[config.mk]
export PLATFORM = sky130hd
export DESIGN_NAME = ex_stage_pipe
export DESIGN_NICKNAME = d
export VERILOG_FILES = /design/src/rtl/ex_pkg.sv /design/src/rtl/ex_mul_iter.sv /design/src/rtl/ex_stage_pipe.sv
export SDC_FILE = /design/constraint.sdc
export NUM_CORES = 1
export LEC_CHECK = 0
export ABC_AREA = 1
export ABC_CLOCK_PERIOD_IN_PS = 4500
export CAP_MARGIN = 20
export CORE_ASPECT_RATIO = 1.2
export CORE_MARGIN = 3
export CORE_UTILIZATION = 57
export CTS_CLUSTER_DIAMETER = 50
export DETAILED_ROUTE_END_ITERATION = 10
export PLACE_DENSITY_LB_ADDON = 0.2
export SYNTH_ARGS = -nofsm -noshare
export SYNTH_HDL_FRONTEND = slang
export SYNTH_SLANG_ARGS = --single-unit
[constraint.sdc]
create_clock -name clk -period 4.5 [get_ports clk]
set_clock_uncertainty 0.1 [all_clocks]
set_input_delay 1.125 -clock clk [delete_from_list [all_inputs] [get_ports clk]]
set_output_delay 1.125 -clock clk [all_outputs]
set_load 0.05 [all_outputs]
[src/rtl/ex_pkg.sv]
// Shared types and constants for the LEGv8-style execute stage.
//
// Contents:
//   alu_ctrl_e  - decoded ALU operation
//   ex_state_e  - execute-stage FSM state
//   OPC_*       - R-type opcode encodings (11 bits)
//   CTRL_*      - control-bundle width and bit positions
//   alu_decode  - main ALU-op + opcode to ALU operation
//
// Optional feature: EX_MUL_EN. When it is undefined, the MUL opcode decodes to ADD.
package ex_pkg;

    typedef enum logic [2:0] {
        AluAdd,
        AluSub,
        AluAnd,
        AluOrr,
        AluPassB,
        AluMul
    } alu_ctrl_e;

    typedef enum logic [0:0] {
        StIdle,
        StMul
    } ex_state_e;

    localparam logic [10:0] OPC_ADD = 11'b10001011000;
    localparam logic [10:0] OPC_SUB = 11'b11001011000;
    localparam logic [10:0] OPC_AND = 11'b10001010000;
    localparam logic [10:0] OPC_ORR = 11'b10101010000;
    localparam logic [10:0] OPC_MUL = 11'b10011011000;

    // ctrl bundle layout: {uncondbranch, branch, mem_read, mem_to_reg, mem_write, reg_write}
    localparam int unsigned CTRL_W          = 6;
    localparam int unsigned CTRL_UNCOND     = 5;
    localparam int unsigned CTRL_BRANCH     = 4;
    localparam int unsigned CTRL_MEM_READ   = 3;
    localparam int unsigned CTRL_MEM_TO_REG = 2;
    localparam int unsigned CTRL_MEM_WRITE  = 1;
    localparam int unsigned CTRL_REG_WRITE  = 0;

    function automatic alu_ctrl_e alu_decode(input logic [1:0] alu_op, input logic [10:0] opc);
        alu_ctrl_e c;
        c = AluAdd;
        case (alu_op)
            2'b01: c = AluPassB;
            2'b10: begin
                case (opc)
                    OPC_ADD: c = AluAdd;
                    OPC_SUB: c = AluSub;
                    OPC_AND: c = AluAnd;
                    OPC_ORR: c = AluOrr;
`ifdef EX_MUL_EN
                    OPC_MUL: c = AluMul;
`endif
                    default: c = AluAdd;
                endcase
            end
            default: c = AluAdd;
        endcase
        return c;
    endfunction

endpackage

[src/rtl/ex_mul_iter.sv]
// Radix-2 shift-add multiplier returning the low WIDTH bits of a*b.
//
// Ports:
//   clk, rst_n - clock, asynchronous active-low reset
//   start      - load operands and begin (restarts any operation in progress)
//   a, b       - multiplicand, multiplier (sampled on the start edge)
//   done       - high during the cycle whose closing edge performs the last step
//   product    - valid while done is high (includes that last step)
//
// One step per rising edge after the start edge, WIDTH steps in total, so a
// consumer registering product on the edge where done is high sees the result
// WIDTH cycles after start.
// Only instantiated when EX_MUL_EN is defined.
module ex_mul_iter
    import ex_pkg::*;
#(
    parameter int unsigned WIDTH = 64
) (
    input  logic             clk,
    input  logic             rst_n,
    input  logic             start,
    input  logic [WIDTH-1:0] a,
    input  logic [WIDTH-1:0] b,
    output logic             done,
    output logic [WIDTH-1:0] product
);

    localparam int unsigned CNT_W = (WIDTH > 1) ? $clog2(WIDTH) : 1;
    localparam logic [CNT_W-1:0] LAST = CNT_W'(WIDTH - 1);

    logic [WIDTH-1:0] acc;
    logic [WIDTH-1:0] mcand;
    logic [WIDTH-1:0] mplier;
    logic [WIDTH-1:0] acc_next;
    logic [CNT_W-1:0] cnt;
    logic             running;

    assign acc_next = acc + (mplier[0] ? mcand : '0);
    assign product  = acc_next;
    assign done     = running && (cnt == LAST);

    always_ff @(posedge clk or negedge rst_n) begin
        if (!rst_n) begin
            acc     <= '0;
            mcand   <= '0;
            mplier  <= '0;
            cnt     <= '0;
            running <= 1'b0;
        end else if (start) begin
            acc     <= '0;
            mcand   <= a;
            mplier  <= b;
            cnt     <= '0;
            running <= 1'b1;
        end else if (running) begin
            acc    <= acc_next;
            mcand  <= mcand << 1;
            mplier <= mplier >> 1;
            cnt    <= cnt + 1'b1;
            if (done) begin
                running <= 1'b0;
            end
        end
    end

endmodule

[src/rtl/ex_stage_pipe.sv]
// Execute stage between decode/register-read and memory, with a valid/ready
// handshake on both sides, synchronous flush and registered outputs.
//
// Ports:
//   clk, rst_n            - clock, asynchronous active-low reset
//   flush                 - drop the held / in-progress instruction
//   in_valid, in_ready    - upstream handshake
//   pc_in, imm_in         - instruction PC and sign-extended immediate
//   rs1_in, rs2_in        - register read data
//   opcode_in, alu_op_in  - opcode field and main-decoder ALU op
//   alu_src_in            - 1 selects imm_in as ALU operand B
//   ctrl_in, wr_reg_in    - control bundle and destination register
//   out_valid, out_ready  - downstream handshake
//   alu_result, zero      - ALU/MUL result and its zero flag
//   branch_target         - pc + (imm << BR_SHIFT)
//   store_data            - rs2 passthrough
//   ctrl_out, wr_reg      - registered ctrl_in / wr_reg_in
//   busy                  - multiplier iterating
//
// Optional feature: EX_MUL_EN adds an iterative multiplier (WIDTH-cycle MUL).
// Without it the MUL opcode executes as ADD and busy is tied low.
module ex_stage_pipe
    import ex_pkg::*;
#(
    parameter int unsigned WIDTH    = 64,
    parameter int unsigned BR_SHIFT = 2,
    parameter int unsigned OPC_W    = 11
) (
    input  logic              clk,
    input  logic              rst_n,
    input  logic              flush,
    input  logic              in_valid,
    output logic              in_ready,
    input  logic [WIDTH-1:0]  pc_in,
    input  logic [WIDTH-1:0]  imm_in,
    input  logic [WIDTH-1:0]  rs1_in,
    input  logic [WIDTH-1:0]  rs2_in,
    input  logic [OPC_W-1:0]  opcode_in,
    input  logic [1:0]        alu_op_in,
    input  logic              alu_src_in,
    input  logic [CTRL_W-1:0] ctrl_in,
    input  logic [4:0]        wr_reg_in,
    output logic              out_valid,
    input  logic              out_ready,
    output logic [WIDTH-1:0]  alu_result,
    output logic              zero,
    output logic [WIDTH-1:0]  branch_target,
    output logic [WIDTH-1:0]  store_data,
    output logic [CTRL_W-1:0] ctrl_out,
    output logic [4:0]        wr_reg,
    output logic              busy
);

    ex_state_e        state;
    alu_ctrl_e        alu_ctrl;
    logic [10:0]      opc11;
    logic [WIDTH-1:0] op_b;
    logic [WIDTH-1:0] alu_res;
    logic [WIDTH-1:0] br_tgt;
    logic             accept;
    logic             is_mul;

    assign opc11    = 11'(opcode_in);
    assign alu_ctrl = alu_decode(alu_op_in, opc11);
    assign op_b     = alu_src_in ? imm_in : rs2_in;
    assign br_tgt   = pc_in + (imm_in << BR_SHIFT);

    // Empty or draining output register, and no flush, lets a new instruction in.
    assign in_ready = (state == StIdle) && (!out_valid || out_ready) && !flush;
    assign accept   = in_valid && in_ready;

    always_comb begin
        alu_res = rs1_in + op_b;
        case (alu_ctrl)
            AluSub:   alu_res = rs1_in - op_b;
            AluAnd:   alu_res = rs1_in & op_b;
            AluOrr:   alu_res = rs1_in | op_b;
            AluPassB: alu_res = op_b;
            default:  alu_res = rs1_in + op_b;
        endcase
    end

`ifdef EX_MUL_EN
    logic              mul_done;
    logic [WIDTH-1:0]  mul_product;
    logic [WIDTH-1:0]  pend_bt;
    logic [WIDTH-1:0]  pend_sd;
    logic [CTRL_W-1:0] pend_ctrl;
    logic [4:0]        pend_wr;

    assign is_mul = (alu_ctrl == AluMul);
    assign busy   = (state == StMul);

    ex_mul_iter #(
        .WIDTH(WIDTH)
    ) u_mul (
        .clk    (clk),
        .rst_n  (rst_n),
        .start  (accept && is_mul),
        .a      (rs1_in),
        .b      (op_b),
        .done   (mul_done),
        .product(mul_product)
    );

    // Side-band fields held while the multiplier iterates.
    always_ff @(posedge clk or negedge rst_n) begin
        if (!rst_n) begin
            pend_bt   <= '0;
            pend_sd   <= '0;
            pend_ctrl <= '0;
            pend_wr   <= '0;
        end else if (accept && is_mul) begin
            pend_bt   <= br_tgt;
            pend_sd   <= rs2_in;
            pend_ctrl <= ctrl_in;
            pend_wr   <= wr_reg_in;
        end
    end
`else
    assign is_mul = 1'b0;
    assign busy   = 1'b0;
`endif

    always_ff @(posedge clk or negedge rst_n) begin
        if (!rst_n) begin
            state         <= StIdle;
            out_valid     <= 1'b0;
            alu_result    <= '0;
            zero          <= 1'b1;
            branch_target <= '0;
            store_data    <= '0;
            ctrl_out      <= '0;
            wr_reg        <= '0;
        end else if (flush) begin
            state     <= StIdle;
            out_valid <= 1'b0;
        end else begin
            case (state)
                StIdle: begin
                    if (accept) begin
`ifdef EX_MUL_EN
                        if (is_mul) begin
                            state     <= StMul;
                            out_valid <= 1'b0;
                        end else
`endif
                        begin
                            out_valid     <= 1'b1;
                            alu_result    <= alu_res;
                            zero          <= (alu_res == '0);
                            branch_target <= br_tgt;
                            store_data    <= rs2_in;
                            ctrl_out      <= ctrl_in;
                            wr_reg        <= wr_reg_in;
                        end
                    end else if (out_valid && out_ready) begin
                        out_valid <= 1'b0;
                    end
                end
`ifdef EX_MUL_EN
                StMul: begin
                    if (mul_done) begin
                        state         <= StIdle;
                        out_valid     <= 1'b1;
                        alu_result    <= mul_product;
                        zero          <= (mul_product == '0);
                        branch_target <= pend_bt;
                        store_data    <= pend_sd;
                        ctrl_out      <= pend_ctrl;
                        wr_reg        <= pend_wr;
                    end
                end
`endif
                default: state <= StIdle;
            endcase
        end
    end

    logic unused_ok;
    assign unused_ok = is_mul;

endmodule

==> results by stage, run 1 <==
Logic synthesis:
- For this run, the register share of the synthesized area comes to 23.2%.
- The mean post-synth cell area is 5.88 um^2.
- Counting every instance in the synthesized netlist gives 3768.
- The warning count from the yosys run is 0.
- The synthesized netlist occupies a cell area of 22200 um^2.
- The synthesized netlist net count is 4186.
- After synthesis the netlist holds a flip-flop and latch count of 205.
- The number of distinct library cell variants in the gate-level netlist after synthesis is 55.

Status:
- It got as far as global routing (5_1_grt) and failed there.
- The run stopped with a tool error.
- The tool reported: "[ERROR GRT-0116] Global routing finished with congestion. Check the congestion regions in the DRC Viewer".

Global routing:
- The global-route wire length before repair is 201000 um.
- The via count of the first global-routing pass is 35.4k.
- The maximum number of pins on one net before global-route repair is 233.
- The global-route usage over all layers is 64.1%.
- Global routing finished with a remaining overflow of 10.

Clock network:
- The cell sitting at the root of the clock tree is a sky130_fd_sc_hd__clkbuf_16.
- The count of H-tree levels built during CTS is 1.
- The maximum root-to-sink buffer count is 3.
- The number of clock buffers added by TritonCTS is 26.
- The number of sinks handled by clock tree synthesis is 205.

Floorplan:
- The height of the die is 222 um.
- The floorplan has 78 rows.
- The width of the chip is 186 um.
- Pin placement for this block handled 493 I/O pins.
- The initial utilization of the core area, before any placement, comes to 58.2%.

Place:
- The placed instance area is 31100 um^2.
- The instance count after placement with tap cells included is 5161.
- The HPWL after detailed placement is 87700 um.
- The final weighted congestion of routability-driven global placement is 1.12.
- Buffers placed on the I/O ports in this run total 491.
-- layer usage --
| metal | overflow | GRT usage, % |
|---|---|---|
| met4 | 6 | 65.1 |
| met1 | 0 | 65.4 |
| met3 | 0 | 38.9 |
| met5 | 0 | 3.64 |
| met2 | 4 | 86.0 |
-- logic make-up after synthesis --
group | Yosys count | synth area share [%]
AND/OR/NAND/NOR | 2098 | 38.7
buffers and inverters | 644 | 11.6
AO/OA/AOI/OAI | 575 | 14.5
flip-flops | 205 | 23.2
adder cells (fa/ha/maj) | 132 | 7.52
XOR/XNOR | 112 | 4.43
other | 1 | 0.0169
multiplexers | 1 | 0.0452
-- cell usage after synthesis, drive strengths merged --
cell type  instances  area [um^2]
a21oi            167          843
a21boi             3         22.5
buf               43          323
or2               21          131
dfrtp            204         5100
nand3            220         1130
a221oi             4         35.0
a22oi              2         15.0
nand4             42          263
a2bb2oi            1         8.76
dfstp              1         26.3
o211ai             8         60.1
nand2           1372         5170
o221ai             2         17.5
nand3b            16          120
nor4              12         75.1
inv              553         2080
o21ai            315         1690
xnor2             19          166
and2               3         18.8
a31oi             26          163
a31o               1         8.76
a21o              10         75.1
nor2             376         1470
a41oi              1         8.76
o31ai              3         27.5
conb               1         3.75
mux2i              1         10.0
o21a               9         67.6
ha               130         1630
o21bai            23          173
clkbuf            48          180
nand2b             1         6.26
nor3              35          185
xor2              93          815
fa                 2         40.0
-- stage by stage --
step,worst slack (ns),utilization [%],TNS (ns)
2_1_floorplan,-0.239,-,-0.359
3_3_place_gp,-1.31,81.8,-48.13
3_5_place_dp,-1.47,81.8,-55.83
4_1_cts,-0.320,88.4,-2.31
-- timing repair --
item | in CTS
gates resized for setup | 415
endpoints found under the hold margin | 0
cloned | 2
pin swaps | 130
setup buffers | 54
hold buffers | 0
endpoints found under the setup margin | 54
==> run 2, diff against run 1 <==
--- a/config.mk
+++ b/config.mk
@@ -8,12 +8,10 @@
 export ABC_AREA = 1
 export ABC_CLOCK_PERIOD_IN_PS = 4500
 export CAP_MARGIN = 20
-export CORE_ASPECT_RATIO = 1.2
 export CORE_MARGIN = 3
-export CORE_UTILIZATION = 57
-export CTS_CLUSTER_DIAMETER = 50
+export CORE_UTILIZATION = 40
 export DETAILED_ROUTE_END_ITERATION = 10
-export PLACE_DENSITY_LB_ADDON = 0.2
+export PLACE_DENSITY_LB_ADDON = 0.15
 export SYNTH_ARGS = -nofsm -noshare
 export SYNTH_HDL_FRONTEND = slang
 export SYNTH_SLANG_ARGS = --single-unit
==> run 2 against run 1 <==
The flow now finishes, with violations (setup timing); synthesized cell count unchanged; area after synthesis unchanged.
==> results by stage, run 2 <==
Global routing:
- The via count of the first global-routing pass is 28.8k.
- The first global-routing pass estimated 171000 um of wire.
- Summed over all layers, the global routing overflow is 0.
- Global routing used 38.7% of the available tracks.
- The maximum number of pins on one net before global-route repair is 160.
- The number of antenna violations at the first check in global routing is 7.

Route:
- The wire length after detailed routing is 122000 um.
- The final route contains 30.8k vias.
- Before antenna repair, the detailed router went through 5 iterations.
- The residual antenna-violating net count after detailed routing is 0.
- After the first detailed-routing iteration, the DRC count stood at 2943.
- Dividing the detail-routed wire length by the instance count gives 20.9 um.
- The total DRC errors in the routed layout is 0.
- In the routed layout, each cell is associated on average with a via count of 5.29.

Layout:
- The share of layout cells above drive strength 1 is 34.5%.
- The library cells used most frequently in the layout, excluding fill and tap cells, are 1106 x sky130_fd_sc_hd__nand2_1, 760 x sky130_fd_sc_hd__buf_4, 461 x sky130_fd_sc_hd__inv_1.
- Excluding fillers, the count of instances in the completed layout stands at 5814.
- The signed area change from the synthesized netlist to the final layout is 76.5%.
- The commonest non-fill, non-tap cell in the layout is sky130_fd_sc_hd__nand2_1.
- The largest registers in the layout are alu_result x64, branch_target x64, store_data x64.
- The number of nets in the layout is 5465.

Timing:
- Once routing completed, OpenROAD measured the worst setup slack at -0.447 ns.
- The final-layout worst hold slack is 0.379 ns.
- Setup total negative slack on the finished layout was measured at -5.19 ns.
- The pin slew with the least headroom to its limit is 0.782 ns.
- Measured against its own limit, the worst slew margin works out to 47.7%.
- The final number of hold-violating endpoints is 0.
- The maximum operating frequency is 0.202 GHz.
- The final critical delay including setup and external delays is 4.95 ns.
- The number of max-slew violations in the final report is 0.
- Setup repair after global routing could not meet its margin everywhere.
- The total setup violations reported at the end of the flow is 28.
- The final critical path takes up 110% of the cycle.

Logic synthesis:
- Top post-synthesis cells by area: sky130_fd_sc_hd__nand2_1 23%, sky130_fd_sc_hd__dfrtp_1 23%, sky130_fd_sc_hd__inv_1 9.1% (unchanged).
- The cell type with the highest aggregate area in the netlist is sky130_fd_sc_hd__nand2_1 (unchanged).
- Leading cell types by count after synthesis: 1366 x sky130_fd_sc_hd__nand2_1, 537 x sky130_fd_sc_hd__inv_1, 359 x sky130_fd_sc_hd__nor2_1 (unchanged).
- The multiplexer share of the synthesized area is 0.0452% (unchanged).
- The largest family of logic cells by synthesized area is simple AND/OR/NAND/NOR gates (unchanged).
- The sequential-to-total area share from yosys stat is 23.2% (unchanged).
- The xor/xnor share of the synthesized area came to 4.43% (unchanged).
- The area share of the largest cell type after synthesis is 23.1% (unchanged).
- The synthesized netlist net count is 4186 (unchanged).
- The proportion of synthesized flip-flops having asynchronous set or reset is 100% (unchanged).
- The register bit total from synthesis was 205 (unchanged).
- The post-synthesis share of cell area spent on full adders, half adders and majority gates is 7.52% (unchanged).
- The post-synthesis share of cell area spent on and, or, nand and nor gates was 38.7% (unchanged).
- The mean post-synth cell area is 5.88 um^2 (unchanged).
- The number of distinct library cell variants in the gate-level netlist after synthesis is 55 (unchanged).
- The most frequent cell after synthesis is sky130_fd_sc_hd__nand2_1 (unchanged).
- The warning count from the yosys run is 0 (unchanged).
- The complex-gate fraction of the synthesized area came to 14.5% (unchanged).
- The predominant post-synthesis flop cell is sky130_fd_sc_hd__dfrtp_1 (unchanged).
- The netlist area before placement is 22200 um^2 (unchanged).
- The count of flip-flops with a built-in enable after synthesis was 0 (unchanged).
- The gate count after technology mapping came to 3768 (unchanged).

Place:
- The pre-CTS worst setup slack was -1.71 ns (was -1.47 ns).
- The detailed placer's ending HPWL is 94500 um (was 87700 um).
- The instance count after placement with tap cells included is 5610 (was 5161).
- The final weighted congestion of routability-driven global placement was 1.03 (was 1.12).
- The number of buffers added on ports came to 491 (unchanged).

Clock network:
- The root cell of the clock tree is sky130_fd_sc_hd__clkbuf_16 (unchanged).
- TritonCTS built the clock tree.
- The maximum root-to-sink buffer count is 3 (unchanged).
- For the worst-skew pair, the clock arrives at the later sink with an insertion delay of 0.59 ns.
- The number of sinks handled by clock tree synthesis is 205 (unchanged).
- The number of buffers added to fix hold violations after cts is 0 (unchanged).
- The clock-pin transition on the worst setup and hold timing paths is 0.06 ns.
- The number of buffers created by CTS is 26 (unchanged).
- The count of H-tree levels built during CTS was 1 (unchanged).

Floorplan:
- The width of the chip is 241 um (was 186 um).
- The total area inside the core boundary comes to 54300 um^2.
- The height of the die is 241 um (was 222 um).
- The starting utilization of the core area is 40.8% (was 58.2%).
- The number of placement rows is 85 (was 78).
- The die covers 58300 um^2.
- The number of top-level pins is 493 (unchanged).

Status:
- Status: complete, but fails checks (was aborted with a tool error).
- The checks that failed: setup timing.

Critical path:
- For the worst setup path, the data required time is 4.91 ns.
- The standard cell with the maximum stage delay on the critical path is sky130_fd_sc_hd__ha_2.
- The critical path in this run is classified as in -> reg.
- In this run the worst path has a maximum fanout of 7.
- On the worst path, the slowest cell contributes a delay of 0.41 ns.
- The worst setup path is launched from a primary input.
- The endpoint type of the worst setup path is a flip-flop.
- The arrival time reported for the critical path endpoint is 5.36 ns.

Min path:
- The class of the most critical hold timing path is reg -> reg.

Pwr:
- The worst supply voltage drop on vdd is 0.000383 V.
- The power density over the cells is 299 nW/um^2.
- The leakage power figure is 19.6 nW.

Run:
- Max-cap violations in this run came to 0.
run 2: cell counts after synthesis:
No cell type changed its count.
run 2: power breakdown:
group / internal, mW / switching (mW)
logic: 2.70 / 4.21
clock network: 1.37 / 0.965
registers: 2.20 / 0.224
run 2: kinds of logic after synthesis:
kind of cell,Yosys count
mux,1
xor+xnor,112
compound gates,575
flops,205
simple gates,2098
other cells,1
fa+ha+maj,132
buf+inv,644
run 2: routing by layer:
| metal | routed length, um | global-route usage (%) | vias to the layer above |
|---|---|---|---|
| li1 | - | - | 14479 |
| met1 | 50700 | 53.1 | 14477 |
| met2 | 53700 | 60.6 | 1492 |
| met3 | 11000 | 7.63 | 318 |
| met4 | 6050 | 14.1 | 0 |
| met5 | 0 | 0 | - |
run 2: layout make-up:
cell class	count	area, um^2
multi-input cells	2919	18200
fillers	4512	15200
repair buffers	1342	11800
flip-flops and latches	205	5130
inverters	553	2080
well taps	739	925
clock buffers	35	724
clock inverters	13	206
diodes	8	20.0
run 2: worst paths after layout:
path | from | end | slack (ns) | cells past startpoint
max in group asynchronous | rst_n | branch_target[54] | 2.99 | 2
worst max-delay path | alu_src_in | alu_result[57] | -0.45 | 31
worst min register to register | alu_result[30] | alu_result[30] | 0.38 | 2
min in group asynchronous | rst_n | store_data[23] | 0.44 | 1
worst max register to register | out_valid | zero | 2.13 | 18
worst min-delay path | alu_result[30] | alu_result[30] | 0.38 | 2
run 2: repair_timing:
action / CTS / global route
endpoints found under the setup margin: 51 / 44
gates resized for setup: 530 / 630
pin swaps: 181 / 286
gates cloned: 3 / 0
setup buffers: 80 / 71
run 2: stage by stage:
step                area (um^2)  utilization, %  power, mW
floorplan                 22200               -       5.54
global placement          33000            60.7       8.38
detailed placement        33000            60.7       8.38
CTS                       36300            66.7       11.1
global route              39100            72.0       12.2
finish                    39100            72.0       11.7
run 2: critical path, delay by kind of cell:
family | cells | cell delay [ns]
and+or+nand+nor | 15 | 1.86
buffers and inverters | 10 | 1.21
AOI/OAI and AO/OA | 4 | 0.55
adders and majority gates | 1 | 0.41
xor gates and xnor gates | 1 | 0.18
(Power assumes the default switching activity.)
